**src/rtl/pc_seq_pkg.sv**
```systemverilog
// rtl/pc_seq_pkg.sv - shared encodings for the program-counter sequencer
package pc_seq_pkg;

   typedef enum logic [2:0] {
      PC_INC = 3'd0,
      PC_BUS = 3'd1,
      PC_AC  = 3'd2,
      PC_RET = 3'd3
   } pcmux_e;

   localparam int ERR_W         = 3;
   localparam int ERR_OVERFLOW  = 0;
   localparam int ERR_UNDERFLOW = 1;
   localparam int ERR_ILLEGAL   = 2;

   function automatic logic is_target_sel(input logic [2:0] sel);
      return (sel == PC_BUS) || (sel == PC_AC);
   endfunction

endpackage

```
**src/rtl/pc_ras.sv**
```systemverilog
// rtl/pc_ras.sv - circular return-address stack; a push while full overwrites the oldest entry
module pc_ras #(
   parameter int WIDTH = 16,
   parameter int DEPTH = 4
) (
   input  logic             clk,
   input  logic             rst_n,
   input  logic             push,
   input  logic             pop,
   input  logic [WIDTH-1:0] din,
   output logic [WIDTH-1:0] top,
   output logic             empty,
   output logic             full,
   output logic             overflow
);

   localparam int PW = (DEPTH > 1) ? $clog2(DEPTH) : 1;
   localparam int CW = $clog2(DEPTH + 1);
   localparam logic [CW-1:0] CNT_MAX  = CW'(DEPTH);
   localparam logic [PW-1:0] PTR_LAST = PW'(DEPTH - 1);

   logic [WIDTH-1:0] mem [DEPTH];
   logic [PW-1:0]    top_ptr;
   logic [PW-1:0]    wr_ptr;
   logic [PW-1:0]    prev_ptr;
   logic [CW-1:0]    count;

   assign wr_ptr   = (top_ptr == PTR_LAST) ? '0 : top_ptr + PW'(1);
   assign prev_ptr = (top_ptr == '0) ? PTR_LAST : top_ptr - PW'(1);

   assign empty    = (count == '0);
   assign full     = (count == CNT_MAX);
   assign overflow = push && full;

   // When full, wr_ptr lands on the oldest slot, so the overwrite discards it naturally.
   always_ff @(posedge clk or negedge rst_n) begin
      if (!rst_n) begin
         top_ptr <= '0;
         count   <= '0;
      end else if (push) begin
         top_ptr <= wr_ptr;
         if (!full) begin
            count <= count + CW'(1);
         end
      end else if (pop && !empty) begin
         top_ptr <= prev_ptr;
         count   <= count - CW'(1);
      end
   end

   always_ff @(posedge clk) begin
      if (push) begin
         mem[wr_ptr] <= din;
      end
   end

   // Stale storage is masked so nothing leaks out while the stack is empty.
   assign top = empty ? '0 : mem[top_ptr];

endmodule

```
**src/rtl/pc_seq.sv**
```systemverilog
// rtl/pc_seq.sv - program-counter sequencer with return-address stack and sticky error flags
module pc_seq
   import pc_seq_pkg::*;
#(
   parameter int               WIDTH     = 16,
   parameter int               STEP      = 1,
   parameter int               RAS_DEPTH = 4,
   parameter logic [WIDTH-1:0] RESET_VEC = '0
) (
   input  logic             Clk,
   input  logic             Reset_n,
   input  logic             LD_PC,
   input  logic [2:0]       PCMUX,
   input  logic             CALL,
   input  logic [WIDTH-1:0] from_bus,
   input  logic [WIDTH-1:0] from_AC,
   input  logic             clr_err,
   output logic [WIDTH-1:0] PC_out,
   output logic             ras_empty,
   output logic             ras_full,
   output logic [ERR_W-1:0] err
);

   localparam logic [WIDTH-1:0] STEP_W = WIDTH'(STEP);

   logic [WIDTH-1:0] pc_inc;
   logic [WIDTH-1:0] pc_next;
   logic [WIDTH-1:0] ras_top;
   logic             ras_push;
   logic             ras_pop;
   logic             ras_ovf;
   logic [ERR_W-1:0] err_set;

   assign pc_inc = PC_out + STEP_W;

   always_comb begin
      pc_next = PC_out;
      ras_pop = 1'b0;
      err_set = '0;
      if (LD_PC) begin
         case (PCMUX)
            PC_INC: pc_next = pc_inc;
            PC_BUS: pc_next = from_bus;
            PC_AC:  pc_next = from_AC;
            PC_RET: begin
               if (!ras_empty) begin
                  pc_next = ras_top;
                  ras_pop = 1'b1;
               end else begin
                  err_set[ERR_UNDERFLOW] = 1'b1;
               end
            end
            default: err_set[ERR_ILLEGAL] = 1'b1;
         endcase
      end
      err_set[ERR_OVERFLOW] = ras_ovf;
   end

   assign ras_push = LD_PC && CALL && is_target_sel(PCMUX);

   pc_ras #(
      .WIDTH (WIDTH),
      .DEPTH (RAS_DEPTH)
   ) u_ras (
      .clk      (Clk),
      .rst_n    (Reset_n),
      .push     (ras_push),
      .pop      (ras_pop),
      .din      (pc_inc),
      .top      (ras_top),
      .empty    (ras_empty),
      .full     (ras_full),
      .overflow (ras_ovf)
   );

   // Clear applies to previously latched bits only; errors raised this cycle still land.
   always_ff @(posedge Clk or negedge Reset_n) begin
      if (!Reset_n) begin
         PC_out <= RESET_VEC;
         err    <= '0;
      end else begin
         PC_out <= pc_next;
         err    <= (clr_err ? '0 : err) | err_set;
      end
   end

endmodule

```
**config.mk**
```make
export PLATFORM = sky130hd
export DESIGN_NAME = pc_seq
export DESIGN_NICKNAME = d
export VERILOG_FILES = /design/src/rtl/pc_seq_pkg.sv /design/src/rtl/pc_ras.sv /design/src/rtl/pc_seq.sv
export SDC_FILE = /design/constraint.sdc
export NUM_CORES = 1
export LEC_CHECK = 0
export CAP_MARGIN = 20
export CORE_MARGIN = 3
export CORE_UTILIZATION = 46
export CTS_CLUSTER_DIAMETER = 100
export DETAILED_ROUTE_END_ITERATION = 12
export PLACE_DENSITY = 0.66
export SETUP_SLACK_MARGIN = 0.2
export SLEW_MARGIN = 10
export SYNTH_ARGS = -nofsm -noshare
export SYNTH_HDL_FRONTEND = slang
export SYNTH_SLANG_ARGS = --single-unit
```
**constraint.sdc**
```tcl
create_clock -name Clk -period 1.99 [get_ports Clk]
set_input_delay 0.2985 -clock Clk [delete_from_list [all_inputs] [get_ports Clk]]
set_output_delay 0.2985 -clock Clk [all_outputs]
set_load 0.01 [all_outputs]
```
; ---- Yosys cells after proc, flatten, opt, wreduce, memory -nomap -nowiden
; Memory sizes are Yosys's and may differ from the RTL's.
; Index checks and enable logic that the tools add are counted.
[op_classes]
add_sub_neg = 5
eq_ne = 7
mux = 19
bitwise_logic = 1
reduce_logical = 14
[ops]
columns = op, count
row1 = $pmux 16 s4, 1
row2 = $add 16x1->16 const B, 1
row3 = $mux 16, 1
row4 = $mux 3, 4
row5 = $mux 2, 5
row6 = $mux 1, 8
row7 = $eq 3x2->1 const B, 2
row8 = $logic_not 3->1, 2
row9 = $logic_and 1x1->1, 4
row10 = $ne 2x2->1 const B, 2
row11 = $reduce_bool 4->1, 1
row12 = $reduce_or 4->1, 1
row13 = $add 3x1->3 const B, 1
row14 = $eq 3x1->1 const B, 1
row15 = $eq 3x3->1 const B, 1
row16 = $or 3x3->3, 1
row17 = $reduce_and 3->1, 1
row18 = $sub 3x1->3 const B, 1
row19 = $add 2x1->2 const B, 1
row20 = $eq 2x2->1 const B, 1
row21 = $logic_not 2->1, 1
row22 = $reduce_and 2->1, 1
row23 = $reduce_bool 2->1, 1
row24 = $sub 2x1->2 const B, 1
row25 = other kinds (2), 2
[totals]
register_bits = 24
mem_bits_rw = 64
input_bits = 40
wordCells = 51
n_memories = 1
[mem_list]
columns = name, words, width, rd, rd_clocked_by_memory_dff, write_ports, line_no
row1 = u_ras.mem, 4, 16, 1, 0, 1, pc_ras.sv:22  ; logic [WIDTH-1:0] mem [DEPTH];

; ---- Logic depth before layout (Yosys ltp)
; Gate-level depths: netlist of the first run.
[depth]
ltp_word = 7
mapped_depth = 10

; ---- By module
; From an unflattened synthesis of the first run, not the netlist that was laid out.
[unflattened]
hier_cells = 337
area_unflattened_um2 = 4526.8
[by_module_without_submodules]
columns = mod, n_inst, cells_each, area_each_um2
row1 = pc_ras, 1, 147, 2860.2
row2 = pc_seq, 1, 190, 1666.6

; ---- Worst setup path before layout of the first run
; Ideal clock, no wire load.
[synth_path]
path_type = in2reg
startpoint = input PCMUX[2]
endpoint = memory u_ras.mem[0][0], enable pin
setup_time_ps = 374
arrival_time_ps = 1605
t_required_ps = 1616
path_slack_ps = 11
cell_stages = 6
path_cell_list = buf_2 nor2b_2 and3_1 clkbuf_1 buf_2 and2_1
[synth_via]
elab_chain_cells = 5
elab_cells_between_ends = 6
classes_between = eq/ne (2) / mux (2) / reduce/logical (2)
[synth_lines]
columns = item, line_no
row1 = start: declaration, pc_seq.sv:13  ; input logic [2:0] PCMUX,
row2 = $eq 3x1->1 / $eq 3x2->1 (equally long branches), pc_seq_pkg.sv:17  ; return (sel == PC_BUS) || (sel == PC_AC);
row3 = $logic_or 1x1->1 (*), pc_seq_pkg.sv:17
row4 = $logic_and 1x1->1 (*), pc_seq.sv:59  ; assign ras_push = LD_PC && CALL && is_target_sel(PCMUX);
row5 = $mux 1 (*), pc_ras.sv:52  ; if (push) begin
row6 = $mux 1 (implied by the code) (*), pc_ras.sv:53  ; mem[wr_ptr] <= din;
row7 = end: declaration, pc_ras.sv:22
; Every way passes the cells marked *; elsewhere a longest branch is shown, timed or not.

; ---- Worst setup path after layout of the first run
[layout_path]
startpoint = register u_ras.count[0]
endpoint = register PC_out[13]
[layout_via]
elab_chain_cells = 3
[layout_lines]
columns = item, line_no
row1 = start: declaration, pc_ras.sv:26  ; logic [CW-1:0] count;
row2 = start signal: assignment, pc_ras.sv:43  ; count <= count + CW'(1);
row3 = start signal: assignment, pc_ras.sv:47  ; count <= count - CW'(1);
row4 = $logic_not 3->1, pc_ras.sv:31  ; assign empty = (count == '0);
row5 = $ne 2x2->1 (no line), --
row6 = $reduce_and 3->1 (no line), --
row7 = end signal: assignment, pc_seq.sv:82  ; PC_out <= pc_next;
row8 = end: declaration, pc_seq.sv:18  ; output logic [WIDTH-1:0] PC_out,
; Every way passes these cells.
; A chain may end at the register's enable or synchronous reset.

==> results.md, run 1 <==
* Status: completed
* Max cap viols at 0
* Vias at 3165
* Class of the worst hold path: primary input to async pin
* P_int at 4.209 mW
* Crit-path slowest cell: or3_4
* Final Cycle Share at 0.8920
* Sequential group share of total power at 0.413
* Initial antenna violation count at 0
* Sw frac at 0.3377
* Final Hold Fails at 0
* Synthesized area at 4410 µm²
* Worst-skew pair later-pin latency at 0.36 ns
* Root Driver: clkbuf_8
* Clk pin slew, worst setup/hold paths at 0.10 ns
* DRC errors left at 0
* Placer congestion estimate at 0.8250
* Ys async rst share at 0.2727
* H-tree Lvls at 3
* Routed length per instance at 19.07 µm
* CP Data Required Time at 2.24 ns
* # fillers at 745
* Cts bufs inserted at 9
* RSZ-0062 raised after global routing: yes
* Hold Slack at 0.3106 ns
* Ys Warns at 0
* Hold Buf Count CTS at 0
* Period minus WS final at 1.775 ns
* Leak Pwr at 2.219 nW
* Final ANT Viol Nets at 0
* Logic pwr share at 0.409
* Top FF cell, synth: edfxtp_1
* Finished Core Util at 0.6345
* ANT cells at 0
* Cell variety after synth at 56
* Syn Nets at 385
* Yosys reg bits at 88
* F_max at 563.4 MHz
* Type of origin of the critical path: flop
* Setup tns final at 0 ns
* Fraction of layout instances using a drive strength above 1 at 0.2655
* Slew HR at 0.7288
* Clock Path Buffers at 2
* Top Family by Delay on Critical Path: compound AO/OA/AOI/OAI gates
* Final non-filler cell total at 581
* P_sw at 2.146 mW
* Area of the multi-input gates at 1829 µm²
* Endpoints failing setup at 0
* Vias in the first global route at 3159
* Final net count at 495
* Post-Syn Area per Cell at 13.09 µm²
* Overflow after GRT at 0
* CP Class: flop to flop
* Cells after DPL at 557
* Final wirelength at 11080 µm
* Clk pwr share at 0.178
* Die X at 103.9 µm
* Setup Skew at 0.01457 ns
* CP bufs+invs at 2
* CORE AREA at 9284 µm²
* HPWL after DPL at 7852 µm
* EDFF count, synth at 64
* CP max stage delay at 0.43 ns
* Initial core utilization at 0.4751
* Vias per inst at 5.448
* Die Ht at 103.9 µm
* CP Capture Type: flop
* WP data arrival at 2.02 ns
* Initial DRC count at 138
* First-pass GRT wire length at 17220 µm
* Power Dens Cells at 1079 nW/µm²
* DP Worst Slack at -0.1359 ns
* Largest net degree at the start of global routing at 25
* CTS tree: yes
* Final worst setup slack at 0.2150 ns
* Ports at 61
* Worst-Margin Slew at 0.4038 ns
* Cells after synthesis at 337
* Die area at 10800 µm²
* CTS sink cnt at 88
* Crit path cell chain: or3_4 > buf_12 > o21ai_4 > buf_12 > a21oi_1 > a311oi_1
* Gr usage total at 0.2075
* IO buf count at 60
* First-pass detailed-route iteration total at 5
* Max VDD drop at 0.4955 mV
* Most used cell, CP: buf_12
* Std cell rows at 35
* CP max FO at 18
* Area delta synth->final at 33.56%
* Slew Limit Fails at 0
* Seq/Total Area, Yosys at 0.5719
* Sequential Area at 2527 µm²
-- path summary, 6_finish.rpt --
kind                                startpoint              to  slack, ns  depth (start not counted)
worst min register to register          err[1]          err[1]       0.50                          1
worst max register to register  u_ras.count[0]      PC_out[13]       0.22                          6
max in group asynchronous              Reset_n      PC_out[11]       1.37                          2
worst max-delay path            u_ras.count[0]      PC_out[13]       0.22                          6
worst min-delay path                   Reset_n  u_ras.count[2]       0.31                          2
min in group Clk                        err[1]          err[1]       0.50                          1
-- cells in the mapped netlist, drive strengths merged, types with 3 or more instances --
master	count	share of area
a21oi	25	0.028
a221oi	3	0.0060
and2	5	0.0071
and3	5	0.0071
buf	15	0.026
clkbuf	5	0.0043
dfrtp	24	0.14
edfxtp	64	0.44
ha	8	0.023
inv	6	0.0051
mux2i	12	0.027
mux4	13	0.076
nand2	22	0.019
nand2b	6	0.0085
nand3	8	0.011
nand4	5	0.0071
nor2	27	0.023
nor2b	3	0.0048
nor3	5	0.0068
o21ai	15	0.020
o221ai	4	0.0079
o22a	3	0.0060
o22ai	12	0.017
xnor2	10	0.020
xor2	7	0.014
-- layer usage --
layer,GRT usage,wire (µm),vias to the layer above
li1,-,-,1507
met1,0.2781,4810,1544
met2,0.3422,5478,98
met3,0.03973,598,16
met4,0.06933,191,0
met5,0,0,-
-- power groups by stage --
stage | Sequential (mW) | Clock (mW) | Combinational, mW
floorplan | 2.66 | 0 | 1.33
finish | 2.62 | 1.13 | 2.60
global placement | 2.64 | 0 | 2.28
global route | 2.67 | 1.24 | 2.81
detailed placement | 2.64 | 0 | 2.31
CTS | 2.60 | 1.16 | 2.37
-- cell usage in the layout, fill, tap and decap left out, types with 5 or more instances in the layout --
cell type and count:
o21ai_0 11, a21oi_1 25, clkbuf_8 9, buf_12 8, nor2_1 23, o22ai_1 11, nand4_1 5, clkdlybuf4s50_1 56
inv_1 5, buf_4 49, edfxtp_1 64, ha_1 7, mux4_1 9, mux2i_1 12, xnor2_1 8, nand3_1 6
nand2_1 22, nand2b_1 6, dfrtp_1 20
-- metrics by stage --
stage | power [mW] | cell area [µm²]
floorplan | 3.986 | 4433
global placement | 4.919 | 5517
detailed placement | 4.955 | 5517
CTS | 6.128 | 5724
global route | 6.719 | 5891
finish | 6.355 | 5891
-- cells by family (layout without fill, tap and decap cells) --
family,after synthesis,in the layout,synth area share
multiplexers,27,27,0.1081
flip-flops,88,88,0.5719
XOR/XNOR,17,17,0.03376
buffers and inverters,26,141,0.03518
AO/OA/AOI/OAI,77,77,0.1197
AND/OR/NAND/NOR,94,94,0.1087
adder cells (fa/ha/maj),8,8,0.02270
-- state kept, by name, indices dropped and copies added (netlist names) --
signal,cells
u_ras.mem,64
PC_out,16
err,3
u_ras.count,3
u_ras.top_ptr,2
-- timing repair --
action | in CTS | in global routing
pin swaps | 1 | 1
gates resized for setup | 9 | 30
cloned | 0 | 1
setup endpoints to repair | 6 | 35
setup buffers | 2 | 5
-- cell type report --
cell class / count / area share
inverter: 6 / 0.003823
clock buffer: 9 / 0.02103
tap: 129 / 0.02740
clock inverter: 7 / 0.01020
timing repair buffer: 119 / 0.1980
sequential: 88 / 0.4291
multi-input combinational: 223 / 0.3105
-- worst reg2reg max path, stage by stage (launching register included) --
cell and delay (ns):
dfrtp_2 0.42, or3_4 0.43, buf_12 0.15, o21ai_4 0.16
buf_12 0.17, a21oi_1 0.06, a311oi_1 0.27
Note: power is estimated with default switching activity, not from simulation.
==> inputs of run 2 (changes only) <==
--- a/config.mk
+++ b/config.mk
@@ -9,6 +9,7 @@
 export CORE_MARGIN = 3
 export CORE_UTILIZATION = 46
 export CTS_CLUSTER_DIAMETER = 100
+export CTS_CLUSTER_SIZE = 16
 export DETAILED_ROUTE_END_ITERATION = 12
 export PLACE_DENSITY = 0.66
 export SETUP_SLACK_MARGIN = 0.2
==> results of run 2 <==
No change in the layout: final DEF, timing and power equal those of run 1.
==> inputs of run 3 (changes only) <==
--- a/config.mk
+++ b/config.mk
@@ -6,12 +6,13 @@
 export NUM_CORES = 1
 export LEC_CHECK = 0
 export CAP_MARGIN = 20
-export CORE_MARGIN = 3
+export CORE_MARGIN = 5
 export CORE_UTILIZATION = 46
 export CTS_CLUSTER_DIAMETER = 100
-export CTS_CLUSTER_SIZE = 16
+export CTS_CLUSTER_SIZE = 10
 export DETAILED_ROUTE_END_ITERATION = 12
 export PLACE_DENSITY = 0.66
+export RECOVER_POWER = 100
 export SETUP_SLACK_MARGIN = 0.2
 export SLEW_MARGIN = 10
 export SYNTH_ARGS = -nofsm -noshare
==> run 3 against run 2 <==
Net effect:
- sequential cell count did not move
- global-route usage fell by 0.89 points
- cell count fell by 0.69%
- critical path depth fell by 4
- core utilization fell by 1.4 points
- non-clock buffer count fell by 4
- first-iteration DRC count rose by 48%
- design area fell by 2.3%
- register-to-register slack got worse by 0.02 ns
- via count rose by 1.5%
- setup slack got worse by 0.047 ns
- clock skew fell by 0.0051 ns
- largest cell class unchanged
==> results.md, run 3 (same netlist as run 1, synthesis figures left out) <==
* Status: completed
* Clock Path Buffers at 2 (unchanged)
* Logic pwr share at 0.381 (-0.028)
* Final Cycle Share at 0.9154 (+0.02341)
* Type of origin of the critical path: flop
* Vias per inst at 5.567 (+2.2%)
* Placer congestion estimate at 0.8045 (-2.5%)
* Cts bufs inserted at 9 (unchanged)
* Biggest register: u_ras.mem
* H-tree Lvls at 3 (unchanged)
* DRC errors left at 0 (unchanged)
* First-pass detailed-route iteration total at 5 (unchanged)
* CP max FO at 4 (-14)
* CORE AREA at 9284 µm² (unchanged)
* Vias at 3212 (+1.5%)
* Die Ht at 107.9 µm (+3.8%)
* Initial antenna violation count at 0 (unchanged)
* Worst-skew pair later-pin latency at 0.36 ns (about the same)
* P_sw at 2.104 mW (-2.0%)
* Worst-Margin Slew at 0.4561 ns (+0.05226 ns)
* IO buf count at 60 (unchanged)
* Largest net degree at the start of global routing at 25 (unchanged)
* CP Capture Type: output port
* Area delta synth->final at 30.52%
* RR Endpoint: PC_out[13]
* CP Class: flop to output port
* Sw frac at 0.3379 (about the same)
* Slew HR at 0.6937 (-0.03509)
* Final wirelength at 11250 µm (+1.5%)
* Most frequent cells in the layout: 64 x edfxtp_1, 39 x buf_4, 37 x clkdlybuf4s50_1, 25 x nor2_1, 25 x a21oi_1
* Clk pwr share at 0.200 (+0.022)
* Root Driver: clkbuf_8
* Final net count at 491 (-0.81%)
* WP data arrival at 1.52 ns (-0.50 ns)
* Class of the worst hold path: primary input to async pin
* FF-to-FF Start: PC_out[5]
* Vias in the first global route at 3230 (+2.2%)
* Leak Pwr at 2.179 nW (-1.8%)
* Worst r2r path cells at 5 (-1)
* Period minus WS final at 1.822 ns (+0.04658 ns)
* Ports at 61 (unchanged)
* Final non-filler cell total at 577 (-0.69%)
* Endpoints failing setup at 0 (unchanged)
* P_int at 4.123 mW (-2.0%)
* Max VDD drop at 0.5033 mV (+1.6%)
* Overflow after GRT at 0 (unchanged)
* Final ANT Viol Nets at 0 (unchanged)
* Setup Skew at 0.009427 ns (-0.005145 ns)
* Top Registers: u_ras.mem (64), PC_out (16)
* Final Hold Fails at 0 (unchanged)
* Max cap viols at 0 (unchanged)
* Hold Slack at 0.3930 ns (+0.08240 ns)
* RSZ-0062 raised after global routing: yes
* Std cell rows at 35 (unchanged)
* Initial DRC count at 204 (+48%)
* Routed length per instance at 19.49 µm (+2.2%)
* CTS tree: yes
* Reg-to-reg slack, setup at 0.20 ns (-0.02 ns)
* Max reg flops at 64 (unchanged)
* Die X at 107.9 µm (+3.8%)
* Gr usage total at 0.1986 (-0.008873)
* Sequential group share of total power at 0.420 (+0.007)
* Fraction of layout instances using a drive strength above 1 at 0.2031 (-0.06236)
* F_max at 549.0 MHz (-2.6%)
* CP Data Required Time at 1.69 ns (-0.55 ns)
* Cells after DPL at 555 (-0.36%)
* Clk pin slew, worst setup/hold paths at 0.09 ns (about the same)
* Initial core utilization at 0.4751 (unchanged)
* Power Dens Cells at 1082 nW/µm² (+0.27%)
* Die area at 11650 µm² (+7.8%)
* Slew Limit Fails at 0 (unchanged)
* First-pass GRT wire length at 17450 µm (+1.3%)
* Commonest non-fill, non-tap cell in the layout: edfxtp_1
* ANT cells at 0 (unchanged)
* HPWL after DPL at 7971 µm (+1.5%)
* CTS sink cnt at 88 (unchanged)
* Hold Buf Count CTS at 0 (unchanged)
run 3: cell types whose count changed in the layout (fill, tap and decap cells not counted), moves of 2 or more:
cell,previous run,this run
o21ai_0,11,13
clkbuf_1,0,9
dlygate4sd3_1,0,18
clkdlybuf4s50_1,56,37
xor2_2,4,2
nor2_1,23,25
and2_0,0,3
dfrtp_2,4,2
buf_12,8,6
dfrtp_1,20,22
buf_4,49,39
nor2_2,4,2
and2_2,4,2
xor2_1,3,5
run 3: what timing repair did:
action,4_1_cts,5_1_grt
hold endpoints to repair,0,0
buffers inserted,2,4
gates resized for setup,7,25
pin swaps,0,5
setup endpoints to repair,6,35
run 3: power groups by stage:
stage	Clock, mW	Sequential, mW	Combinational (mW)
after detailed placement	0	2.66	2.31
final	1.24	2.62	2.37
after floorplan	0	2.66	1.33
after global routing	1.35	2.65	2.56
after CTS	1.27	2.60	2.36
after global placement	0	2.65	2.26
run 3: per-layer routing:
layer,wire length [µm],part of all wire,vias up,track usage
li1,-,-,1499,-
met1,4899,0.44,1601,0.2687
met2,5590,0.50,101,0.3277
met3,614,0.055,11,0.04139
met4,143,0.013,0,0.05230
met5,0,0,-,0
run 3: worst max path at each step:
| stage | from | endpoint | cells after the start |
|---|---|---|---|
| 2_1_floorplan | PCMUX[2] | u_ras.count[2] | 10 |
| 3_3_place_gp | PCMUX[2] | u_ras.count[2] | 8 |
| 3_5_place_dp | PCMUX[2] | u_ras.count[2] | 8 |
| 4_1_cts | u_ras.count[0] | ras_empty | 3 |
| 5_1_grt | PC_out[5] | u_ras.mem[3][14] | 4 |
| 6_report | PC_out[0] | PC_out[0] | 2 |
run 3: worst max-delay path, stage by stage, from the launching register on:
cell	delay (ns)
dfrtp_1	0.37
clkbuf_1	0.21
clkdlybuf4s50_1	0.59
run 3: area by class of cell:
type                       instances  area (µm²)
tap                              129       161.4
multi-input combinational        223        1788
fill                             786        3527
inverter                           6       22.52
clock buffer                      10       127.6
sequential                        88        2525
timing repair buffer             115        1064
clock inverter                     6       68.82
run 3: metrics by stage:
step | TNS (ns) | util | power, mW | setup WS [ns] | instance area [µm²]
global placement | -8.323 | 0.5939 | 4.913 | -0.1490 | 5514
global route | 0 | 0.6201 | 6.563 | 0.08027 | 5757
detailed placement | -9.590 | 0.5939 | 4.963 | -0.2046 | 5514
CTS | 0 | 0.6168 | 6.226 | 0.1656 | 5727
floorplan | 0 | - | 3.986 | 0.2057 | 4433
finish | 0 | 0.6201 | 6.227 | 0.1684 | 5757
